`src/rtl/car_wipe_accum_pkg.sv`:
```
// Shared B1 receive-channel widths and the saturating add used by the carrier-wipe accumulators.
package car_wipe_accum_pkg;

    localparam int B1_ADC_WIDTH = 4;
    localparam int B1_CAR_WIDTH = 8;
    localparam int B1_ACC_WIDTH = 24;
    localparam int B1_CNT_WIDTH = 16;

    // Operands must already lie inside the w-bit signed range; the result is clamped to that range.
    function automatic logic signed [63:0] sat_add(input logic signed [63:0] a,
                                                   input logic signed [63:0] b,
                                                   input int w);
        logic signed [63:0] hi;
        logic signed [63:0] lo;
        logic signed [63:0] s;
        hi = (64'sd1 <<< (w - 1)) - 64'sd1;
        lo = -hi - 64'sd1;
        s  = a + b;
        if (s > hi) return hi;
        if (s < lo) return lo;
        return s;
    endfunction

endpackage

```
`src/rtl/car_wipe_accum_if.sv`:
```
// Sample/carrier input and I/Q integral result bundle between the NCO side, the accumulator and the loop.
interface car_wipe_accum_if import car_wipe_accum_pkg::*; #(
  parameter int ADC_WIDTH = B1_ADC_WIDTH,
  parameter int CAR_WIDTH = B1_CAR_WIDTH,
  parameter int ACC_WIDTH = B1_ACC_WIDTH,
  parameter int CNT_WIDTH = B1_CNT_WIDTH
) ();
  logic signed [ADC_WIDTH-1:0] rx_adc_data;
  logic                        rx_adc_valid;
  logic signed [CAR_WIDTH-1:0] rx_car_cos;
  logic signed [CAR_WIDTH-1:0] rx_car_sin;
  logic                        rx_dump;
  logic                        rx_acc_ready;
  logic signed [ACC_WIDTH-1:0] tx_acc_i;
  logic signed [ACC_WIDTH-1:0] tx_acc_q;
  logic [CNT_WIDTH-1:0]        tx_acc_cnt;
  logic                        tx_acc_sat;
  logic                        tx_acc_valid;
  logic                        tx_ovf;

  modport master (
    output rx_adc_data, rx_adc_valid, rx_car_cos, rx_car_sin, rx_dump, rx_acc_ready,
    input  tx_acc_i, tx_acc_q, tx_acc_cnt, tx_acc_sat, tx_acc_valid, tx_ovf
  );

  modport slave (
    input  rx_adc_data, rx_adc_valid, rx_car_cos, rx_car_sin, rx_dump, rx_acc_ready,
    output tx_acc_i, tx_acc_q, tx_acc_cnt, tx_acc_sat, tx_acc_valid, tx_ovf
  );
endinterface

```
`src/rtl/car_wipe_accum_iq_acc_lane.sv`:
```
// One carrier-wipe lane: registered adc*carrier product, saturating integrator and sticky saturation flag.
// fin_o/fin_sat_o are the period totals including the current stage-1 sample, ready for a dump.
module iq_acc_lane import car_wipe_accum_pkg::*; #(
  parameter int ADC_WIDTH = B1_ADC_WIDTH,
  parameter int CAR_WIDTH = B1_CAR_WIDTH,
  parameter int ACC_WIDTH = B1_ACC_WIDTH
) (
  input  logic                        clk,
  input  logic                        rst_n,
  input  logic signed [ADC_WIDTH-1:0] adc_i,
  input  logic signed [CAR_WIDTH-1:0] car_i,
  input  logic                        vld_i,
  input  logic                        dump_i,
  output logic signed [ACC_WIDTH-1:0] fin_o,
  output logic                        fin_sat_o
);
  localparam int PW = ADC_WIDTH + CAR_WIDTH;

  logic signed [PW-1:0]        p_q, p_d;
  logic signed [ACC_WIDTH-1:0] acc_q, acc_d;
  logic                        sat_q, sat_d;
  logic signed [63:0]          addend, raw, clamped;
  logic                        ovf;

  always_comb begin
    p_d       = PW'(adc_i) * PW'(car_i);
    addend    = vld_i ? 64'(p_q) : 64'sd0;
    raw       = 64'(acc_q) + addend;
    clamped   = sat_add(64'(acc_q), addend, ACC_WIDTH);
    ovf       = (clamped != raw);
    fin_o     = clamped[ACC_WIDTH-1:0];
    fin_sat_o = sat_q | ovf;
    // A dump hands the totals out and restarts the period from zero in the same cycle.
    acc_d     = dump_i ? '0 : fin_o;
    sat_d     = dump_i ? 1'b0 : fin_sat_o;
  end

  always_ff @(posedge clk or negedge rst_n) begin
    if (!rst_n) begin
      p_q   <= '0;
      acc_q <= '0;
      sat_q <= 1'b0;
    end else begin
      p_q   <= p_d;
      acc_q <= acc_d;
      sat_q <= sat_d;
    end
  end
endmodule

```
`src/rtl/car_wipe_accum.sv`:
```
// Carrier wipe-off and I/Q integrate-and-dump; result held on valid/ready, overwritten (with tx_ovf) if unread.
// Sample+dump at cycle t gives tx_acc_valid at t+2.
module car_wipe_accum import car_wipe_accum_pkg::*; #(
  parameter int ADC_WIDTH = B1_ADC_WIDTH,
  parameter int CAR_WIDTH = B1_CAR_WIDTH,
  parameter int ACC_WIDTH = B1_ACC_WIDTH,
  parameter int CNT_WIDTH = B1_CNT_WIDTH
) (
  input  logic              rx_clk,
  input  logic              rx_rst_n,
  car_wipe_accum_if.slave   bus
);
  logic                        v1_q, d1_q;
  logic signed [ACC_WIDTH-1:0] fin_i, fin_q;
  logic                        fin_sat_i, fin_sat_q;
  logic [CNT_WIDTH-1:0]        cnt_q, cnt_d, cnt_fin;
  logic signed [ACC_WIDTH-1:0] res_i_q, res_i_d, res_q_q, res_q_d;
  logic [CNT_WIDTH-1:0]        res_cnt_q, res_cnt_d;
  logic                        res_sat_q, res_sat_d;
  logic                        vld_q, vld_d, ovf_q, ovf_d;

  iq_acc_lane #(.ADC_WIDTH(ADC_WIDTH), .CAR_WIDTH(CAR_WIDTH), .ACC_WIDTH(ACC_WIDTH)) u_lane_i (
    .clk(rx_clk), .rst_n(rx_rst_n), .adc_i(bus.rx_adc_data), .car_i(bus.rx_car_cos),
    .vld_i(v1_q), .dump_i(d1_q), .fin_o(fin_i), .fin_sat_o(fin_sat_i)
  );

  iq_acc_lane #(.ADC_WIDTH(ADC_WIDTH), .CAR_WIDTH(CAR_WIDTH), .ACC_WIDTH(ACC_WIDTH)) u_lane_q (
    .clk(rx_clk), .rst_n(rx_rst_n), .adc_i(bus.rx_adc_data), .car_i(bus.rx_car_sin),
    .vld_i(v1_q), .dump_i(d1_q), .fin_o(fin_q), .fin_sat_o(fin_sat_q)
  );

  always_comb begin
    // Counter sticks at all-ones rather than wrapping on very long periods.
    cnt_fin   = (v1_q && (cnt_q != '1)) ? cnt_q + CNT_WIDTH'(1) : cnt_q;
    cnt_d     = d1_q ? '0 : cnt_fin;
    res_i_d   = res_i_q;
    res_q_d   = res_q_q;
    res_cnt_d = res_cnt_q;
    res_sat_d = res_sat_q;
    vld_d     = vld_q & ~bus.rx_acc_ready;
    ovf_d     = 1'b0;
    if (d1_q) begin
      res_i_d   = fin_i;
      res_q_d   = fin_q;
      res_cnt_d = cnt_fin;
      res_sat_d = fin_sat_i | fin_sat_q;
      vld_d     = 1'b1;
      ovf_d     = vld_q & ~bus.rx_acc_ready;
    end
  end

  always_ff @(posedge rx_clk or negedge rx_rst_n) begin
    if (!rx_rst_n) begin
      v1_q      <= 1'b0;
      d1_q      <= 1'b0;
      cnt_q     <= '0;
      res_i_q   <= '0;
      res_q_q   <= '0;
      res_cnt_q <= '0;
      res_sat_q <= 1'b0;
      vld_q     <= 1'b0;
      ovf_q     <= 1'b0;
    end else begin
      v1_q      <= bus.rx_adc_valid;
      d1_q      <= bus.rx_dump;
      cnt_q     <= cnt_d;
      res_i_q   <= res_i_d;
      res_q_q   <= res_q_d;
      res_cnt_q <= res_cnt_d;
      res_sat_q <= res_sat_d;
      vld_q     <= vld_d;
      ovf_q     <= ovf_d;
    end
  end

  assign bus.tx_acc_i     = res_i_q;
  assign bus.tx_acc_q     = res_q_q;
  assign bus.tx_acc_cnt   = res_cnt_q;
  assign bus.tx_acc_sat   = res_sat_q;
  assign bus.tx_acc_valid = vld_q;
  assign bus.tx_ovf       = ovf_q;
endmodule
```
`src/flat_wrapper.sv`:
```
// flat-port wrapper written by rule: the top's interface ports become plain ports
module car_wipe_accum_flat import car_wipe_accum_pkg::*;
#(
  parameter int ADC_WIDTH = B1_ADC_WIDTH,
  parameter int CAR_WIDTH = B1_CAR_WIDTH,
  parameter int ACC_WIDTH = B1_ACC_WIDTH,
  parameter int CNT_WIDTH = B1_CNT_WIDTH
)
  (rx_clk, rx_rst_n, bus_rx_adc_data, bus_rx_adc_valid, bus_rx_car_cos, bus_rx_car_sin, bus_rx_dump, bus_rx_acc_ready, bus_tx_acc_i, bus_tx_acc_q, bus_tx_acc_cnt, bus_tx_acc_sat, bus_tx_acc_valid, bus_tx_ovf);
  car_wipe_accum_if #(.ADC_WIDTH(ADC_WIDTH), .CAR_WIDTH(CAR_WIDTH), .ACC_WIDTH(ACC_WIDTH), .CNT_WIDTH(CNT_WIDTH)) bus_i ();
  input  logic rx_clk;
  input  logic rx_rst_n;
  input wire logic [$bits(bus_i.rx_adc_data)-1:0] bus_rx_adc_data;
  input wire logic [$bits(bus_i.rx_adc_valid)-1:0] bus_rx_adc_valid;
  input wire logic [$bits(bus_i.rx_car_cos)-1:0] bus_rx_car_cos;
  input wire logic [$bits(bus_i.rx_car_sin)-1:0] bus_rx_car_sin;
  input wire logic [$bits(bus_i.rx_dump)-1:0] bus_rx_dump;
  input wire logic [$bits(bus_i.rx_acc_ready)-1:0] bus_rx_acc_ready;
  output wire logic [$bits(bus_i.tx_acc_i)-1:0] bus_tx_acc_i;
  output wire logic [$bits(bus_i.tx_acc_q)-1:0] bus_tx_acc_q;
  output wire logic [$bits(bus_i.tx_acc_cnt)-1:0] bus_tx_acc_cnt;
  output wire logic [$bits(bus_i.tx_acc_sat)-1:0] bus_tx_acc_sat;
  output wire logic [$bits(bus_i.tx_acc_valid)-1:0] bus_tx_acc_valid;
  output wire logic [$bits(bus_i.tx_ovf)-1:0] bus_tx_ovf;
  assign bus_i.rx_adc_data = bus_rx_adc_data;
  assign bus_i.rx_adc_valid = bus_rx_adc_valid;
  assign bus_i.rx_car_cos = bus_rx_car_cos;
  assign bus_i.rx_car_sin = bus_rx_car_sin;
  assign bus_i.rx_dump = bus_rx_dump;
  assign bus_i.rx_acc_ready = bus_rx_acc_ready;
  assign bus_tx_acc_i = bus_i.tx_acc_i;
  assign bus_tx_acc_q = bus_i.tx_acc_q;
  assign bus_tx_acc_cnt = bus_i.tx_acc_cnt;
  assign bus_tx_acc_sat = bus_i.tx_acc_sat;
  assign bus_tx_acc_valid = bus_i.tx_acc_valid;
  assign bus_tx_ovf = bus_i.tx_ovf;
  car_wipe_accum #(.ADC_WIDTH(ADC_WIDTH), .CAR_WIDTH(CAR_WIDTH), .ACC_WIDTH(ACC_WIDTH), .CNT_WIDTH(CNT_WIDTH)) u_core (.rx_clk(rx_clk), .rx_rst_n(rx_rst_n), .bus(bus_i));
endmodule
```
`config.mk`:
```
export PLATFORM = sky130hd
export DESIGN_NAME = car_wipe_accum_flat
export DESIGN_NICKNAME = d
export VERILOG_FILES = /design/src/rtl/car_wipe_accum_pkg.sv /design/src/rtl/car_wipe_accum_if.sv /design/src/rtl/car_wipe_accum_iq_acc_lane.sv /design/src/rtl/car_wipe_accum.sv /design/src/flat_wrapper.sv
export SDC_FILE = /design/constraint.sdc
export NUM_CORES = 1
export LEC_CHECK = 0
export BUFFER_PORTS_ARGS = -buffer_cell sky130_fd_sc_hd__buf_2
export CAP_MARGIN = 40
export CORE_MARGIN = 1
export CORE_UTILIZATION = 35
export DETAILED_ROUTE_END_ITERATION = 7
export SYNTH_ARGS = -nofsm -noshare
export SYNTH_HDL_FRONTEND = slang
export SYNTH_SLANG_ARGS = --single-unit
```
`constraint.sdc`:
```
create_clock -name rx_clk -period 10 [get_ports rx_clk]
set_input_delay 0.5 -clock rx_clk [delete_from_list [all_inputs] [get_ports rx_clk]]
set_output_delay 0.5 -clock rx_clk [all_outputs]
set_load 0.005 [all_outputs]
```
==> out/metrics.yaml <==
critPathLaunchType: "register"
ys_seq_area_share_pct: 33.2
globalRoute.totalOverflow: 0
die_h_um: 187
die_w_um: 187
syn_to_final_growth_pct: 12.5
post_cts_buffers: 0
place.detailed.hpwl_um: 22200
postRouteAntennaNets: 0
synth_top_area_share_pct: 33.2
synth_edf_count: 0
syn_avg_cell_area_um2: 8.74
cpMaxStageDelayCell: "ha_1"
yosysUniqueCellTypes: 88
finalClockSkew_ns: 0.00995
cp_cell_sequence: "buf_4 -> and2_1 -> ha_1 -> inv_1 -> fa_1 -> nand2b_1 -> a21oi_1 -> o21ai_0 -> a21oi_1 -> o211ai_1 -> o21ai_0 -> ha_1 -> nand3_1 -> o311ai_0 -> nand3_1 -> a2111o_1 -> ha_1 -> inv_1 -> a21boi_0 -> a21oi_1"
synthFlopType: "dfrtp_1"
critical_path.top_delay_family: "compound AO/OA/AOI/OAI gates"
antenna_found_initial: 0
wl_per_cell_um: 16.0
synthTopCellsByArea: "dfrtp_1, ha_1, fa_1, nor2_1, a21oi_1"
slowest_delay_ns: 0.73
clockBufferDepth: 2
ir_worst_vdd_v: 0.000141
relSlewSlack_pct: 39.1
port_buffers: 91
status: "finished clean"
viasPerCell: 5.36
core-area_mm2: 0.0336
maxSlewViolCount: 0
io_pins: 92
r2r_slack_ns: 3.96
async_reset_ff_share_pct: 100
finalCriticalPeriod_ns: 6.04
cts_resized: 0
track_usage_pct: 17.4
finalPower_mw: 3.95
path_buf_inv: 3
ys_ff_latch: 159
synth_top_area_cell: "dfrtp_1"
cp.required_ns: 10.30
grt_pass1_wl_um: 49700
start_util_pct: 35.7
finalHoldViolCount: 0
hold_buffers: 0
grt_pass1_vias: 9737
drive_gt1_share_pct: 10.9
drc: 0
die_area_mm2: 0.0350
cts_tree: "built"
cts.sinks: 159
clock.fmax_mhz: 165
arrival_ns: 6.34
rsz0062_at_grt: "false"
wirelength_um: 29900
hold_path.class: "input port to async pin"
clk_latency_ns: 0.43
cts_root_buffer: "clkbuf_16"
tns_ns: 0
setup_violations: 0
crit_type: "register to register"
max_cap_violations: 0
place_congestion: 0.886
crit_path_max_fanout: 39
pwr_density_cell_mw_per_mm2: 293
grt_max_degree: 86
end_kind: "register"
synthCells: 1371
synth_warnings: 0
finalCritPeriodShare_pct: 60.4
antenna_cells: 0
numCtsBuffers: 17
cts.reportedPaths.clkPinSlew_ns: 0.07
syn-cell-area_mm2: 0.0120
num_vias: 10100
std_cell_rows: 67
nets: 1560
h-tree-depth: 4
whs_ns: 0.0211
drt_first_pass_iters: 5
p_leak_nw: 5.89
drt_iter0_markers: 700
syn-num-nets: 1515
tightest_slew_ns: 0.902
## where the power goes
group / switching [mW] / total, mW / internal (mW)
sequential: 0.236 / 1.10 / 0.862
combinational: 1.26 / 2.09 / 0.831
clock: 0.283 / 0.760 / 0.477
## stage by stage
step	utilization, %	cells	setup WS (ns)	instance area, µm²
after global placement	37.9	1843	4.19	12800
after CTS	40.1	1876	4.02	13500
final	40.1	1876	3.96	13500
after floorplan	-	1371	4.81	12000
after detailed placement	38.1	1845	4.05	12800
after global routing	40.1	1876	3.36	13500
## flip-flops by register name, summed over array words and instances (netlist names)
signal	flops
u_core.bus.tx_acc_q	24
u_core.u_lane_i.sat_q	1
u_core.u_lane_q.sat_q	1
u_core.d1_q	1
u_core.u_lane_i.p_q	12
u_core.bus.tx_acc_i	24
u_core.v1_q	1
u_core.u_lane_q.acc_q	24
u_core.bus.tx_ovf	1
u_core.bus.tx_acc_sat	1
u_core.u_lane_q.p_q	12
u_core.cnt_q	16
u_core.u_lane_i.acc_q	24
u_core.bus.tx_acc_cnt	16
u_core.bus.tx_acc_valid	1
## final cells by class
cell class	count	area [µm²]
Clock buffer	19	443
Fill cell	3368	20100
Inverter	77	289
Tap cell	448	561
Sequential cell	159	3980
Multi-Input combinational cell	1060	7400
Clock inverter	12	230
Timing Repair Buffer	101	577
## synth_stat cells, drive strengths merged (6+ instances only)
cell / number
mux2i: 12
nand2b: 20
a31oi: 6
o211ai: 11
o22ai: 6
clkbuf: 61
and3: 14
a211oi: 11
nor3: 34
a21o: 16
nor4: 17
xnor2: 60
nand4: 15
o21ai: 48
xor2: 25
fa: 36
nand3: 46
buf: 14
nor2: 173
dfrtp: 159
and2: 48
ha: 83
a21oi: 119
o21a: 33
inv: 77
nand2: 89
o21bai: 10
a21boi: 21
or3: 14
## layer usage
layer / track usage (%) / wire length (µm) / up-vias
li1: - / - / 4904
met1: 24.8 / 14800 / 4834
met2: 26.9 / 13300 / 276
met3: 2.68 / 1220 / 41
met4: 5.39 / 541 / 0
met5: 0 / 0 / -
## worst reg2reg max path: stages, from the launching register on
cell and delay, ns:
dfrtp_1 0.32, buf_4 0.32, and2_1 0.21, ha_1 0.18, inv_1 0.06, fa_1 0.39, nand2b_1 0.18, a21oi_1 0.26
o21ai_0 0.24, a21oi_1 0.46, o211ai_1 0.29, o21ai_0 0.16, ha_1 0.24, nand3_1 0.08, o311ai_0 0.40, nand3_1 0.13
a2111o_1 0.36, ha_1 0.73, inv_1 0.41, a21boi_0 0.38, a21oi_1 0.11
## layout by cell type (no fill, tap or decap), types with 13 or more instances in the layout
master,n
nand3_1,46
nor4_1,16
nand2_1,89
xnor2_1,60
ha_1,83
buf_2,90
fa_1,36
inv_1,77
nor2_1,173
and2_1,46
o21a_1,33
dfrtp_1,158
xor2_1,25
a21oi_1,117
and3_1,14
a21o_1,16
o21ai_0,41
nand4_1,15
nand2b_1,20
nor3_1,33
a21boi_0,13
clkbuf_16,17
## path summary, 6_finish.rpt
| kind | startpoint | endpoint | cells after the start |
|---|---|---|---|
| worst max-delay path | u_core.v1_q$_DFF_PN0_ | u_core.bus.tx_acc_i[0]$_DFFE_PN0P_ | 20 |
| min in group rx_clk | bus_rx_dump | u_core.d1_q$_DFF_PN0_ | 1 |
| worst max register to register | u_core.v1_q$_DFF_PN0_ | u_core.bus.tx_acc_i[0]$_DFFE_PN0P_ | 20 |
| worst min-delay path | rx_rst_n | u_core.bus.tx_acc_cnt[6]$_DFFE_PN0P_ | 1 |
| worst min register to register | u_core.bus.tx_acc_valid$_DFF_PN0_ | u_core.bus.tx_acc_valid$_DFF_PN0_ | 1 |
| max in group asynchronous | rx_rst_n | u_core.d1_q$_DFF_PN0_ | 3 |
## cell families after synthesis
group,Yosys count,share of synthesized area (%)
AO/OA/AOI/OAI,341,19.1
multiplexers,13,1.10
flip-flops,159,33.2
adder cells (fa/ha/maj),120,14.8
AND/OR/NAND/NOR,501,20.5
buffers and inverters,152,5.08
XOR/XNOR,85,6.21
Note: power is estimated with default switching activity, not from simulation.
